File: src/rtl/word_rotate_ctrl_if.sv
// Control/status bundle between the scroll controller and its user.
// The slave side is the rotate controller; the master side drives run/dir/step/load.
interface word_rotate_ctrl_if;
    logic       run;
    logic       dir;
    logic       step;
    logic       load;
    logic [2:0] load_val;
    logic [2:0] sel;
    logic       tick;
    logic       wrap;

    modport master (
        output run, dir, step, load, load_val,
        input  sel, tick, wrap
    );

    modport slave (
        input  run, dir, step, load, load_val,
        output sel, tick, wrap
    );
endinterface

File: src/rtl/word_rotate_ctrl.sv
// Scrolling character-position select for the 8-to-1 character mux.
// A programmable prescaler generates auto-advance steps while running;
// a debounced step level adds manual advances on its rising edge, and a
// synchronous load overrides both. sel, tick and wrap are all registered.
module word_rotate_ctrl #(
    parameter int unsigned TICK_DIV = 50_000_000,
    parameter int unsigned N_POS    = 6
) (
    input  logic               Clock,
    input  logic               Resetn,
    word_rotate_ctrl_if.slave  bus
);

    localparam int unsigned PW = (TICK_DIV > 2) ? $clog2(TICK_DIV) : 1;
    localparam logic [PW-1:0] PLAST = PW'(TICK_DIV - 1);
    localparam logic [2:0]    LAST  = 3'(N_POS - 1);
    localparam logic [3:0]    NPOS4 = 4'(N_POS);

    typedef enum logic {
        STOPPED = 1'b0,
        RUNNING = 1'b1
    } state_t;

    state_t        state_q, state_d;
    logic [PW-1:0] pcnt_q, pcnt_d;
    logic [2:0]    sel_q, sel_d;
    logic          tick_q, tick_d;
    logic          wrap_q, wrap_d;
    logic          step_q;

    logic          cnt_en;
    logic          terminal;
    logic          step_edge;
    logic          advance;
    logic          at_edge;
    logic [2:0]    next_sel;

    // Run/hold state register.
    always_ff @(posedge Clock or negedge Resetn) begin
        if (!Resetn) begin
            state_q <= STOPPED;
        end else begin
            state_q <= state_d;
        end
    end

    // Next state, prescaler, advance selection and registered-output next values.
    // The prescaler is gated by the state being entered, so a change on run
    // affects counting on the very edge where it is sampled.
    always_comb begin
        state_d = state_q;
        case (state_q)
            STOPPED: if (bus.run)  state_d = RUNNING;
            RUNNING: if (!bus.run) state_d = STOPPED;
            default: state_d = STOPPED;
        endcase

        cnt_en    = (state_d == RUNNING);
        terminal  = cnt_en && (pcnt_q == PLAST);
        step_edge = bus.step & ~step_q;
        advance   = terminal | step_edge;

        if (bus.dir) begin
            at_edge  = (sel_q == 3'd0);
            next_sel = at_edge ? LAST : sel_q - 3'd1;
        end else begin
            at_edge  = (sel_q == LAST);
            next_sel = at_edge ? 3'd0 : sel_q + 3'd1;
        end

        pcnt_d = pcnt_q;
        sel_d  = sel_q;
        tick_d = 1'b0;
        wrap_d = 1'b0;

        if (cnt_en) begin
            pcnt_d = terminal ? '0 : pcnt_q + PW'(1);
        end

        if (bus.load) begin
            sel_d  = ({1'b0, bus.load_val} < NPOS4) ? bus.load_val : 3'd0;
            pcnt_d = '0;
        end else if (advance) begin
            sel_d  = next_sel;
            wrap_d = at_edge;
            tick_d = terminal;
        end
    end

    // Datapath registers; step_q resets high so a step held through reset is ignored.
    always_ff @(posedge Clock or negedge Resetn) begin
        if (!Resetn) begin
            pcnt_q <= '0;
            sel_q  <= '0;
            tick_q <= 1'b0;
            wrap_q <= 1'b0;
            step_q <= 1'b1;
        end else begin
            pcnt_q <= pcnt_d;
            sel_q  <= sel_d;
            tick_q <= tick_d;
            wrap_q <= wrap_d;
            step_q <= bus.step;
        end
    end

    assign bus.sel  = sel_q;
    assign bus.tick = tick_q;
    assign bus.wrap = wrap_q;

endmodule
File: src/flat_wrapper.sv
// flat-port wrapper written by rule: the top's interface ports become plain ports
module word_rotate_ctrl_flat 
#(
    parameter int unsigned TICK_DIV = 50_000_000,
    parameter int unsigned N_POS    = 6
)
  (Clock, Resetn, bus_run, bus_dir, bus_step, bus_load, bus_load_val, bus_sel, bus_tick, bus_wrap);
  word_rotate_ctrl_if bus_i ();
  input  logic Clock;
  input  logic Resetn;
  input wire logic [$bits(bus_i.run)-1:0] bus_run;
  input wire logic [$bits(bus_i.dir)-1:0] bus_dir;
  input wire logic [$bits(bus_i.step)-1:0] bus_step;
  input wire logic [$bits(bus_i.load)-1:0] bus_load;
  input wire logic [$bits(bus_i.load_val)-1:0] bus_load_val;
  output wire logic [$bits(bus_i.sel)-1:0] bus_sel;
  output wire logic [$bits(bus_i.tick)-1:0] bus_tick;
  output wire logic [$bits(bus_i.wrap)-1:0] bus_wrap;
  assign bus_i.run = bus_run;
  assign bus_i.dir = bus_dir;
  assign bus_i.step = bus_step;
  assign bus_i.load = bus_load;
  assign bus_i.load_val = bus_load_val;
  assign bus_sel = bus_i.sel;
  assign bus_tick = bus_i.tick;
  assign bus_wrap = bus_i.wrap;
  word_rotate_ctrl #(.TICK_DIV(TICK_DIV), .N_POS(N_POS)) u_core (.Clock(Clock), .Resetn(Resetn), .bus(bus_i));
endmodule
File: config.mk
export PLATFORM = sky130hd
export DESIGN_NAME = word_rotate_ctrl_flat
export DESIGN_NICKNAME = d
export VERILOG_FILES = /design/src/rtl/word_rotate_ctrl_if.sv /design/src/rtl/word_rotate_ctrl.sv /design/src/flat_wrapper.sv
export SDC_FILE = /design/constraint.sdc
export NUM_CORES = 1
export LEC_CHECK = 0
export CAP_MARGIN = 20
export CORE_AREA = 2 2 60 62
export DETAILED_ROUTE_END_ITERATION = 10
export DIE_AREA = 0 0 62 64
export PLACE_DENSITY = 0.86
export RECOVER_POWER = 100
export SLEW_MARGIN = 10
export SYNTH_ARGS = -nofsm -noshare
export SYNTH_HDL_FRONTEND = slang
export SYNTH_SLANG_ARGS = --single-unit
File: constraint.sdc
create_clock -name Clock -period 2.6 [get_ports Clock]
set_input_delay 0.26 -clock Clock [delete_from_list [all_inputs] [get_ports Clock]]
set_output_delay 0.26 -clock Clock [all_outputs]
set_load 0.01 [all_outputs]
==> out/results.ini, run 1 <==
[outcome]
status=finished with violations
failed_checks=max-capacitance violations, max-slew violations

[clocking]
ctsLongestPathBuffers=2
post-cts-setup-buffer-count=0
cts_buffers=5
cts_tree=done
root_buffer=clkbuf_4
cts.clk_slew.worst_paths_ns=0.09
cts_hold_buf=0
htree_levels=2
cts.sinks=32
insertion_delay_ns=0.34
cts_resized=0

[floorplanning]
core_mm2=0.003284
die_y_um=64
rows=21
io_pins=14
dieWidth_um=62
die_area_mm2=0.003968
initial_core_util=0.5665

[logic_synthesis]
synth.avg_cell_area_um2=9.076
yosys_warnings=0
synth.yosys.seq_area_share=0.4311
synthArstFlopShare=1.000
synth-edff-count=0
syn-cell-area_mm2=0.001861
ys_dominant_reg_cell=dfrtp_1
synth_cell_type_count=47
synth_cells=205
synth_nets=215
ys_ff_latch=32

[placement]
gp_congestion=0.8831
dp_hpwl_um=2608
placed_cells_incl_taps=257
port_buffers=13

[setup_path]
crit_chain=ha_1 -> nand4_1 -> or4_1 -> or2_0 -> a2111oi_4
slowest_stage=or4_1
startpoint=u_core.pcnt_q[0]
crit_type=register to register
cp_max_fo=8
arrival_ns=2.59
required_ns=2.83
timing.rr.start=u_core.pcnt_q[0]
cp_top_family=simple AND/OR/NAND/NOR gates
cp-end-kind=register
start_kind=register
cp_slowest_stage_delay_ns=0.65
path_buf_inv=0

[cells_and_area]
nNetsFinal=228
drive_gt1_frac=0.06849
final_cells=265
antenna_cells=0
fill_cells=282
area_delta_synth_final_pct=11.70

[drt]
vias=1601
drtIter0Drc=73
finalWirelength_um=3780
vias_per_cell=6.042
wl_met1_um=1728
antenna_left=0
wl_per_cell_um=14.26
wl_met3_um=200
drtPass1Iterations=4
dr_wl_met2_um=1766
drc=0
routed.top_layer=met4

[sta]
max_slew_margin=-0.1201
tightest_slew_ns=1.680
fin_skew_ns=0.01479
rsz0062_at_grt=no
setup_viol_count_final=0
finalCriticalPeriod_ns=2.356
period_share=0.9063
setup_tns_ns=0
hold_violations=0
slew_viol_final=33
clock.fmax_mhz=424.4
holdWs_ns=0.4985

[hold_path]
hp-start=bus_step
min_path_type=input pin to register

[global_routing]
antenna_found_initial=0
grt_max_degree=33
grt_pass1_wl_um=6279
grt_overflow=0
track_usage=0.2132
grt_pass1_vias=1396

[power_and_ir_drop]
ir_worst_vdd_mv=0.2759
p_per_area_mw_per_mm2=436.0
leakage_nw=0.7435

[flow_run]
drv_cap=1

per-layer routing:
layer / track usage / up-vias
met3: 0.06680 / 10
li1: - / 784
met5: 0 / -
met2: 0.3112 / 45
met4: 0.08777 / 0
met1: 0.2887 / 762
logic make-up after synthesis:
kind of cell               synth area share
muxes                              0.006052
and+or+nand+nor                      0.2831
adders and majority gates          0.006724
buffers and inverters               0.04573
xor gates and xnor gates            0.05179
AOI/OAI and AO/OA                    0.1755
DFF                                  0.4311
cell usage in the layout, fill, tap and decap left out, types with 6 or more instances in the layout:
| cell type | Yosys | routed |
|---|---|---|
| or4_1 | 7 | 7 |
| nand4_1 | 7 | 7 |
| dlygate4sd3_1 | 0 | 7 |
| xnor2_1 | 9 | 9 |
| a21oi_1 | 18 | 18 |
| nand3_1 | 7 | 7 |
| nor2_1 | 16 | 16 |
| or3_1 | 7 | 7 |
| o21ai_0 | 12 | 12 |
| nand2_1 | 11 | 11 |
| inv_1 | 8 | 8 |
| dfrtp_1 | 31 | 31 |
| clkdlybuf4s50_1 | 0 | 6 |
through the flow:
stage / utilization / setup WS, ns / power (mW) / cell area (um2)
after floorplan: - / 0.4808 / 0.5948 / 1861
after global placement: 0.6206 / 0.3146 / 0.6442 / 2038
after detailed placement: 0.6206 / 0.2784 / 0.6465 / 2038
after CTS: 0.6358 / 0.3091 / 0.9149 / 2088
after global routing: 0.6328 / 0.1032 / 0.9569 / 2078
final: 0.6328 / 0.2436 / 0.9061 / 2078
final timing paths:
path                                endpoint  slack, ns  cells past startpoint
setup / recovery             u_core.bus.wrap       0.24                      5
hold / removal                 u_core.step_q       0.50                      1
setup reg to reg             u_core.bus.wrap       0.24                      5
hold reg to reg            u_core.pcnt_q[25]       0.55                      2
max in group asynchronous  u_core.bus.sel[1]       0.75                      2
min in group asynchronous  u_core.pcnt_q[14]       0.87                      2
state kept, by name, indices dropped and copies added (netlist names):
register         count
u_core.bus.sel       3
u_core.step_q        1
u_core.bus.wrap      1
u_core.bus.tick      1
u_core.pcnt_q       26
cell usage after synthesis (all sizes together), types with 2 or more instances:
cell type	number	area, um2
o21ai	12	60.06
nor4b	2	17.52
nor3b	3	22.52
nand4	7	43.79
nand3	7	35.03
nand2b	4	25.02
a21oi	18	90.09
buf	7	32.53
inv	8	30.03
o211ai	2	15.01
and3	2	12.51
xor2	2	17.52
nand3b	4	30.03
nor2	16	60.06
clkbuf	6	22.52
or4	7	52.55
or3	7	43.79
o31ai	4	30.03
nand2	11	41.29
dfrtp	31	775.7
xnor2	9	78.83
nor4	4	25.02
a32oi	2	17.52
nor3	5	25.02
nor2b	3	18.77
or4b	2	20.02
where the power goes:
group          leakage (nW)  switching (mW)  internal, mW
registers             0.438          0.0218         0.508
logic                 0.276          0.0519        0.0502
clock network        0.0293           0.169         0.105
total                 0.743           0.243         0.663
final cells by class:
cell class                 instances  area (um2)  share of cell area
clock buffer                       7       45.04             0.02167
clock inverter                     1       5.005            0.002408
inverter                           8       30.03             0.01445
multi-input combinational        152       970.9              0.4672
sequential                        32       802.0              0.3859
tap                               46       57.56             0.02769
timing repair buffer              19       167.7             0.08067
(Power assumes the default switching activity.)
==> run 2: changes to the inputs <==
--- a/config.mk
+++ b/config.mk
@@ -5,10 +5,10 @@
 export SDC_FILE = /design/constraint.sdc
 export NUM_CORES = 1
 export LEC_CHECK = 0
-export CAP_MARGIN = 20
 export CORE_AREA = 2 2 60 62
 export DETAILED_ROUTE_END_ITERATION = 10
 export DIE_AREA = 0 0 62 64
+export GPL_ROUTABILITY_DRIVEN = 0
 export PLACE_DENSITY = 0.86
 export RECOVER_POWER = 100
 export SLEW_MARGIN = 10
==> results of run 2 <==
Final layout, timing and power as in run 1 (identical DEF).
